`config.mk`:
```
export PLATFORM = sky130hd
export DESIGN_NAME = baseball_game_ctrl
export DESIGN_NICKNAME = d
export VERILOG_FILES = /design/src/rtl/baseball_pkg.sv /design/src/rtl/baseball_advance.sv /design/src/rtl/baseball_game_ctrl.sv
export SDC_FILE = /design/constraint.sdc
export NUM_CORES = 1
export LEC_CHECK = 0
export CAP_MARGIN = 40
export CELL_PAD_IN_SITES_DETAIL_PLACEMENT = 1
export CELL_PAD_IN_SITES_GLOBAL_PLACEMENT = 2
export CORE_AREA = 2 2 83 69
export CTS_CLUSTER_DIAMETER = 200
export CTS_CLUSTER_SIZE = 14
export DETAILED_ROUTE_END_ITERATION = 7
export DIE_AREA = 0 0 85 71
export PLACE_DENSITY_LB_ADDON = 0.1
export SLEW_MARGIN = 20
export SYNTH_ARGS = -nofsm -noshare
export SYNTH_HDL_FRONTEND = slang
export SYNTH_SLANG_ARGS = --single-unit
```
`constraint.sdc`:
```
create_clock -name clk -period 6.91 [get_ports clk]
set_input_delay 1.7275 -clock clk [delete_from_list [all_inputs] [get_ports clk]]
set_output_delay 1.7275 -clock clk [all_outputs]
set_load 0.005 [all_outputs]
```
`src/rtl/baseball_pkg.sv`:
```
// Shared definitions for the baseball game controller.
//   - play event codes carried on ev_code
//   - controller FSM state encoding
//   - runs_to_onehot: run count (0..4) to the scoreboard's one-hot increment
package baseball_pkg;

    localparam logic [2:0] EV_SINGLE  = 3'd0;
    localparam logic [2:0] EV_DOUBLE  = 3'd1;
    localparam logic [2:0] EV_TRIPLE  = 3'd2;
    localparam logic [2:0] EV_HOMERUN = 3'd3;
    localparam logic [2:0] EV_WALK    = 3'd4;
    localparam logic [2:0] EV_OUT     = 3'd5;

    typedef enum logic [1:0] {
        StIdle       = 2'd0,
        StApply      = 2'd1,
        StSideChange = 2'd2,
        StGameOver   = 2'd3
    } state_t;

    // 0 runs -> 0000, n runs -> bit n-1 set
    function automatic logic [3:0] runs_to_onehot(input logic [2:0] runs);
        logic [3:0] onehot;
        case (runs)
            3'd1:    onehot = 4'b0001;
            3'd2:    onehot = 4'b0010;
            3'd3:    onehot = 4'b0100;
            3'd4:    onehot = 4'b1000;
            default: onehot = 4'b0000;
        endcase
        return onehot;
    endfunction

endpackage

```
`src/rtl/baseball_advance.sv`:
```
// Combinational runner-advancement for one play.
//   base     in  3  current occupancy: [2] = 1st, [1] = 2nd, [0] = 3rd
//   ev_code  in  3  play event code
//   nxt_base out 3  occupancy after the play (unchanged for OUT and reserved codes)
//   runs     out 3  runs scored by the play (0..4)
//   is_out   out 1  play is an out
module baseball_advance
    import baseball_pkg::*;
(
    input  logic [2:0] base,
    input  logic [2:0] ev_code,
    output logic [2:0] nxt_base,
    output logic [2:0] runs,
    output logic       is_out
);

    // path[k] = runner standing on base k; the batter sits at home (k = 0).
    // A hit of n bases is a left shift by n; anything at k >= 4 has crossed the plate.
    logic [7:0] path;
    logic [7:0] moved;

    always_comb begin
        path     = {4'b0000, base[0], base[1], base[2], 1'b1};
        moved    = '0;
        nxt_base = base;
        runs     = '0;
        is_out   = 1'b0;
        case (ev_code)
            EV_SINGLE, EV_DOUBLE, EV_TRIPLE, EV_HOMERUN: begin
                moved    = path << ({1'b0, ev_code[1:0]} + 3'd1);
                nxt_base = {moved[1], moved[2], moved[3]};
                runs     = 3'(moved[4]) + 3'(moved[5]) + 3'(moved[6]) + 3'(moved[7]);
            end
            EV_WALK: begin
                // only forced runners move: each base fills if everything behind it is full
                nxt_base[2] = 1'b1;
                nxt_base[1] = base[1] | base[2];
                nxt_base[0] = base[0] | (base[2] & base[1]);
                runs        = {2'b00, &base};
            end
            EV_OUT: begin
                is_out = 1'b1;
            end
            default: begin
            end
        endcase
    end

endmodule

```
`src/rtl/baseball_game_ctrl.sv`:
```
// Game-state sequencer feeding the scoreboard LED block.
//   clk          in   1      clock
//   reset_n      in   1      asynchronous, active-low reset
//   ev_valid     in   1      play event present
//   ev_code      in   3      play event code (see baseball_pkg)
//   ev_ready     out  1      controller can accept an event
//   new_game     in   1      synchronous restart pulse, overrides everything
//   team         out  1      batting team: 0 = visitors, 1 = home
//   base         out  3      occupancy: [2] = 1st, [1] = 2nd, [0] = 3rd
//   add_to_score out  4      one-hot runs for this play, high for one cycle
//   outs         out  2      outs in the current half-inning
//   inning       out  INN_W  current inning, starts at 1
//   game_over    out  1      sticky until new_game or reset
module baseball_game_ctrl
    import baseball_pkg::*;
#(
    parameter int unsigned NUM_INNINGS = 9,
    parameter int unsigned INN_W       = 4
) (
    input  logic             clk,
    input  logic             reset_n,
    input  logic             ev_valid,
    input  logic [2:0]       ev_code,
    output logic             ev_ready,
    input  logic             new_game,
    output logic             team,
    output logic [2:0]       base,
    output logic [3:0]       add_to_score,
    output logic [1:0]       outs,
    output logic [INN_W-1:0] inning,
    output logic             game_over
);

    state_t             state_q, state_d;
    logic               team_q, team_d;
    logic [2:0]         base_q, base_d;
    logic [3:0]         add_q, add_d;
    logic [1:0]         outs_q, outs_d;
    logic [INN_W-1:0]   inning_q, inning_d;
    logic               over_q, over_d;
    // set when the accepted play was the third out, consumed in APPLY
    logic               side_q, side_d;

    logic [2:0]         adv_base;
    logic [2:0]         adv_runs;
    logic               adv_is_out;

    baseball_advance u_advance (
        .base     (base_q),
        .ev_code  (ev_code),
        .nxt_base (adv_base),
        .runs     (adv_runs),
        .is_out   (adv_is_out)
    );

    assign ev_ready = (state_q == StIdle) && !new_game;

    always_comb begin
        state_d  = state_q;
        team_d   = team_q;
        base_d   = base_q;
        add_d    = 4'b0000;
        outs_d   = outs_q;
        inning_d = inning_q;
        over_d   = over_q;
        side_d   = side_q;
        if (new_game) begin
            state_d  = StIdle;
            team_d   = 1'b0;
            base_d   = 3'b000;
            outs_d   = 2'd0;
            inning_d = INN_W'(1);
            over_d   = 1'b0;
            side_d   = 1'b0;
        end else begin
            unique case (state_q)
                StIdle: begin
                    if (ev_valid) begin
                        state_d = StApply;
                        // an out leaves bases alone and scores nothing, so the
                        // advance results are safe to take unconditionally
                        base_d  = adv_base;
                        add_d   = runs_to_onehot(adv_runs);
                        if (adv_is_out) begin
                            if (outs_q == 2'd2) begin
                                side_d = 1'b1;
                            end else begin
                                outs_d = outs_q + 2'd1;
                            end
                        end
                    end
                end
                StApply: begin
                    state_d = side_q ? StSideChange : StIdle;
                    side_d  = 1'b0;
                end
                StSideChange: begin
                    if (team_q && (inning_q == INN_W'(NUM_INNINGS))) begin
                        // end of the last bottom half: freeze the display as it stands
                        state_d = StGameOver;
                        over_d  = 1'b1;
                    end else begin
                        state_d = StIdle;
                        base_d  = 3'b000;
                        outs_d  = 2'd0;
                        team_d  = !team_q;
                        if (team_q) begin
                            inning_d = inning_q + INN_W'(1);
                        end
                    end
                end
                StGameOver: begin
                end
            endcase
        end
    end

    always_ff @(posedge clk or negedge reset_n) begin
        if (!reset_n) begin
            state_q  <= StIdle;
            team_q   <= 1'b0;
            base_q   <= 3'b000;
            add_q    <= 4'b0000;
            outs_q   <= 2'd0;
            inning_q <= INN_W'(1);
            over_q   <= 1'b0;
            side_q   <= 1'b0;
        end else begin
            state_q  <= state_d;
            team_q   <= team_d;
            base_q   <= base_d;
            add_q    <= add_d;
            outs_q   <= outs_d;
            inning_q <= inning_d;
            over_q   <= over_d;
            side_q   <= side_d;
        end
    end

    assign team         = team_q;
    assign base         = base_q;
    assign add_to_score = add_q;
    assign outs         = outs_q;
    assign inning       = inning_q;
    assign game_over    = over_q;

endmodule
```
==> flow_summary_export.csv, run 1 <==
group,metric,value,unit
critical_path,timing.rr.start,"base[2]",
timing,maxSlewHeadroom,0.5874,
floorplan,rows,24,
timing,tns,0,ns
synth,syn_nets,162,
hold_path,min_to,"game_over",
synth,netlist.area_leader.share,0.3376,
power,power.static_leakage,0.7066,nW
floorplan,initial_core_util,0.2398,
timing,tightest_slew,0.6169,ns
synth,synth-adder-area-share,0.1549,
floorplan,die-area,0.006035,sq mm
synth,synth-compound-area-share,0.1490,
placed_design,place_hpwl,2.694,mm
synth,ys_seq_elements,18,
clock_network,cts-root-buf,"clkbuf_8",
timing,min_period,5.081,ns
placed_design,portBuffers,22,
run_status,status,"complete, no violations",
clock_network,worstSkewPairLatency,0.25,ns
critical_path,required,5.18,ns
layout,layout.nets,187,
critical_path,cp-startpoint,"new_game",
synth,synth_xor_area_frac,0.02085,
hold_path,hp-class,"flip-flop to flip-flop",
synth,syn_inst,140,
layout,antenna_cells,0,
timing,slew_violations,0,
clock_network,cts_buffers,3,
critical_path,start_kind,"input pin",
clock_network,cts_tree,"yes",
global_routing,grt_usage,0.1178,
clock_network,clkSinkCount,18,
global_routing,grt_start_max_net_pins,16,
critical_path,critPathKind,"input pin to output pin",
timing,finalSetupViolations,0,
clock_network,post-cts-setup-buffers,0,
routing,first_pass_iters,4,
layout,fill_cells,613,
timing,max_freq,196.8,MHz
power,ir_worst_vdd,0.1003,mV
synth,synth_edf_count,0,
synth,synthSimpleGateAreaFrac,0.2363,
layout,layout_common_cells,"22 x clkdlybuf4s50_1, 17 x nor2_1, 17 x dfrtp_1",
hold_path,min-delay-start,"game_over",
timing,setup_ws,1.829,ns
global_routing,antenna_found_initial,0,
critical_path,worstPathArrival,3.35,ns
timing,rsz0062_at_grt,"false",
clock_network,htree_levels,1,
clock_network,cts_resized,0,
floorplan,die_y,71,microns
critical_path,end_kind,"output pin",
synth,yosysTopAreaCell,"dfrtp_1",
clock_network,clkTransAtPathRegs,0.07,ns
power,p_per_area,171.3,mW/mm^2
global_routing,grt_pass1_vias,1152,
run,drv_cap,0,
timing,fin_crit_sh,0.7353,
routing,drt_iter0_markers,26,
timing,skew,0.005907,ns
floorplan,die_w,85,microns
routing,dr_total_vias,1103,
global_routing,grt_pass1_wl,5.706,mm
synth,ys.flop_type,"dfrtp_1",
floorplan,io_pins,23,
critical_path,r2r-end,"add_to_score[0]",
placed_design,place_congestion,0.6872,
synth,yosysSeqAreaShare,0.3585,
layout,area_growth,28.20,%
placed_design,dp_slack,1.811,ns
synth,synth_top_family_by_area,"simple AND/OR/NAND/NOR gates",
global_routing,overflow,0,
layout,finish.utilization,0.3074,
synth,syn-cell-area,0.001260,sq mm
critical_path,reg2reg_depth,9,
routing,wl,3.366,mm
floorplan,fp.coreArea,0.005255,sq mm
routing,drc,0,
synth,muxShareOfSynthArea,0.03178,
layout,drive_gt1_frac,0.04268,
clock_network,holdBufCountCts,0,
critical_path,reg2reg_slack,4.32,ns
hold_path,holdPathStages,2,
layout,final_common_cell,"clkdlybuf4s50_1",
synth,ys_warn_count,0,
synth,synth_area_leaders,"dfrtp_1 34%, ha_1 14%, nor2_1 5.1%",
synth,ys_types,41,
routing,ant_nets,0,
clock_network,clockBufferDepth,2,
critical_path,path_max_fanout,15,
routing,viasPerCell,4.817,
synth,postSynthAreaPerCell,9.000,sq um
synth,async_flop_share,1.000,
routing,route.detailed.wl_per_inst,14.70,microns
timing,finalHoldViolCount,0,
==> where the power goes <==
part	leakage, nW	switching [mW]	total, mW	internal [mW]
logic	0.435	0.0373	0.0710	0.0337
registers	0.243	0.00945	0.120	0.110
clock network	0.0288	0.0355	0.0861	0.0506
==> logic make-up after synthesis <==
kind of cell    after synthesis
simple gates                 56
compound gates               28
mux                           4
xor+xnor                      3
flops                        18
fa+ha+maj                    15
buf+inv                      16
==> cell usage after synthesis (2+ instances only) <==
cell      number
ha_1          14
nor2_1        17
nor4_1         2
inv_1         13
and4b_1        3
and2_1         2
nand3_1        2
mux2i_1        4
o31a_1         2
a211oi_1       2
xor2_1         2
o21ai_0        6
nand2_1       11
o31ai_1        2
a21oi_1        7
nor3_1         5
dfrtp_1       17
and3_1         2
a32oi_1        2
or3_1          2
clkbuf_1       2
nand4_1        2
==> layer usage <==
| metal | up-vias | GRT usage | wire [microns] |
|---|---|---|---|
| li1 | 546 | - | - |
| met3 | 2 | 0.03501 | 132 |
| met4 | 0 | 0.01058 | 13 |
| met2 | 17 | 0.1892 | 1513 |
| met1 | 538 | 0.1638 | 1707 |
| met5 | - | 0 | 0 |
==> critical path: stages <==
cell and delay [ns]:
clkdlybuf4s50_1 0.73, and2b_1 0.38, clkdlybuf4s50_1 0.51
==> layout make-up <==
type                       count  area (sq um)  area share
clock buffer                   4         55.05     0.03408
inverter                      13         48.80     0.03021
multi-input combinational    106         747.0      0.4624
sequential                    18         451.7      0.2796
timing repair buffer          23         231.5      0.1433
tap                           65         81.33     0.05035
==> flip-flops by register name (all words and copies together) (netlist names) <==
signal	flops
side_q	1
outs	2
game_over	1
inning	4
team	1
state_q	2
add_to_score	4
base	3
==> metrics by stage <==
stage	cell area, sq um	hold WS (ns)	instances	power [mW]
after global placement	1549	0.4859	224	0.1914
final	1615	0.5110	229	0.2768
after detailed placement	1560	0.4994	225	0.1945
after floorplan	1260	0.4906	140	0.1613
after global routing	1615	0.6016	229	0.2971
after CTS	1615	0.5250	229	0.2827
==> how the worst max path moves through the flow <==
stage                       to  slack [ns]
2_1_floorplan  add_to_score[0]        2.69
3_3_place_gp          ev_ready        1.83
3_5_place_dp          ev_ready        1.81
4_1_cts               ev_ready        1.81
5_1_grt               ev_ready        1.73
6_report              ev_ready        1.83
Power figures use the tool's default switching activity.
==> inputs of run 2 (changes only) <==
- clock period: 6.91 -> 4.6 ns (I/O delays scaled with it)
==> flow_summary_export.csv, run 2 (synthesized netlist as in run 1, its figures left out) <==
group,metric,value,unit
run_status,status,"complete, no violations",
floorplan,rows,24,
layout,layout.nets,189,
clock_network,clockBufferDepth,2,
routing,drc,0,
routing,wl,3.531,mm
global_routing,grt_start_max_net_pins,15,
clock_network,cts_resized,0,
critical_path,crit_buf_inv,3,
critical_path,reg2reg_depth,9,
power,power.static_leakage,0.7175,nW
critical_path,timing.rr.start,"base[2]",
clock_network,holdBufCountCts,0,
global_routing,antenna_found_initial,0,
critical_path,required,4.77,ns
clock_network,cts_tree,"yes",
timing,slew_violations,0,
critical_path,worst_path_max_delay_cell,"clkdlybuf4s50_1",
power,ir_worst_vdd,0.1230,mV
timing,max_freq,254.1,MHz
critical_path,worstPathArrival,4.10,ns
layout,antenna_cells,0,
clock_network,cts_buffers,3,
placed_design,portBuffers,22,
routing,first_pass_iters,3,
timing,maxSlewHeadroom,0.6397,
floorplan,die-area,0.006035,sq mm
floorplan,die_w,85,microns
placed_design,place_hpwl,2.801,mm
routing,dr_total_vias,1099,
critical_path,path_delay_family,"adder cells",
critical_path,reg2reg_slack,1.95,ns
hold_path,min-delay-start,"game_over",
critical_path,cp_common_cell,"ha_1",
global_routing,grt_pass1_wl,6.085,mm
run,drv_cap,0,
power,seq_power_share,0.430,
layout,area_growth,29.69,%
layout,layout_common_cells,"22 x clkdlybuf4s50_1, 17 x nor2_1, 17 x dfrtp_1",
clock_network,cts-root-buf,"clkbuf_8",
critical_path,path_max_fanout,6,
layout,drive_gt1_frac,0.05422,
power,p_comb_frac,0.263,
placed_design,place_congestion,0.7015,
power,power_frac_clock,0.307,
floorplan,initial_core_util,0.2398,
timing,min_period,3.935,ns
timing,skew,0.003194,ns
critical_path,r2r-end,"add_to_score[0]",
timing,tightest_slew,0.5385,ns
floorplan,io_pins,23,
global_routing,overflow,0,
floorplan,die_y,71,microns
clock_network,clkTransAtPathRegs,0.07,ns
critical_path,start_kind,"input pin",
timing,finalHoldViolCount,0,
global_routing,grt_usage,0.1275,
floorplan,fp.coreArea,0.005255,sq mm
clock_network,post-cts-setup-buffers,0,
power,power.internal,0.2939,mW
timing,finalSetupViolations,0,
critical_path,end_kind,"flip-flop",
timing,tns,0,ns
clock_network,htree_levels,1,
timing,setup_ws,0.6647,ns
layout,final_common_cell,"clkdlybuf4s50_1",
placed_design,dp_slack,0.3901,ns
timing,fin_crit_sh,0.8555,
critical_path,critPathKind,"input pin to flip-flop",
routing,viasPerCell,4.758,
power,p_per_area,255.5,mW/mm^2
clock_network,worstSkewPairLatency,0.25,ns
hold_path,min_to,"game_over",
routing,drt_iter0_markers,25,
routing,route.detailed.wl_per_inst,15.29,microns
hold_path,holdPathStages,2,
critical_path,crit_chain,"clkdlybuf4s50_1 > inv_1 > ha_1 > inv_1 > and3_1 > a21oi_1 > o21ai_0 > ha_1 > fa_1 > ha_1 > o21a_1 > nor3_1",
routing,ant_nets,0,
clock_network,clkSinkCount,18,
critical_path,cp_num_cells,12,
timing,rsz0062_at_grt,"false",
hold_path,hp-class,"flip-flop to flip-flop",
power,switching_share,0.2961,
power,switching_power,0.1236,mW
global_routing,grt_pass1_vias,1206,
critical_path,max_stage_delay,0.54,ns
run 2: changes by cell type in the layout (fill, tap and decap cells not counted), sizes merged:
cell,before,now
buf,1,3
run 2: layout make-up:
type	count	area [sq um]
Fill cell	604	3621
Tap cell	65	81.33
Sequential cell	18	451.7
Multi-Input combinational cell	106	747.0
Clock buffer	4	55.05
Inverter	13	48.80
Timing Repair Buffer	25	250.2
run 2: worst max path at each step:
stage,slack [ns],from,endpoint
2_1_floorplan,0.96,ev_code[0],add_to_score[0]
3_3_place_gp,0.55,ev_code[1],add_to_score[0]
3_5_place_dp,0.39,ev_code[1],add_to_score[0]
4_1_cts,0.64,ev_code[1],add_to_score[0]
5_1_grt,0.35,ev_code[1],add_to_score[0]
6_report,0.66,ev_code[1],add_to_score[0]
run 2: metal layers:
layer	part of all wire	vias to the layer above	global-route usage	wire, microns
met4	0.0037	0	0.01940	13
met2	0.43	17	0.1927	1515
met1	0.54	534	0.1879	1903
li1	-	546	-	-
met3	0.028	2	0.03151	98
met5	0	-	0	0
run 2: metrics by stage:
stage	instance area, sq um	util	hold WS [ns]	instances	power (mW)
3_3_place_gp	1564	0.2976	0.4897	226	0.2901
4_1_cts	1634	0.3110	0.5198	231	0.4308
2_1_floorplan	1260	-	0.4906	140	0.2423
6_report	1634	0.3110	0.5100	231	0.4175
5_1_grt	1634	0.3110	0.5666	231	0.4546
3_5_place_dp	1579	0.3005	0.4982	227	0.2947
run 2: worst register-to-register path: stages, from the launching register on:
cell and delay, ns:
dfrtp_1 0.52, inv_1 0.10, o21ai_0 0.35, a21oi_1 0.12, o21ai_0 0.18, ha_1 0.27, fa_1 0.40, ha_1 0.32
o21a_1 0.19, nor3_1 0.13
run 2: power by group through the flow:
stage / Clock (mW) / Combinational, mW / Sequential, mW
detailed placement: 0 / 0.111 / 0.184
global placement: 0 / 0.106 / 0.184
floorplan: 0 / 0.0647 / 0.178
finish: 0.128 / 0.110 / 0.180
global route: 0.146 / 0.126 / 0.182
CTS: 0.138 / 0.112 / 0.181
==> inputs of run 3 (changes only) <==
- clock period: 4.6 -> 4.65 ns (I/O delays scaled with it)
==> results of run 3 <==
Same layout as run 2 (identical final DEF). Status: complete, no violations.
Main changes from that run: final weighted congestion in routability-driven placement 0.7015 -> 0.7016; setup slack after placement 0.3901 ns -> 0.4276 ns; setup slack after layout 0.6647 ns -> 0.7022 ns; register-to-register setup slack 1.95 ns -> 2.00 ns; total power 0.4175 mW -> 0.4130 mW; worst IR drop on VDD 0.1230 mV -> 0.1217 mV
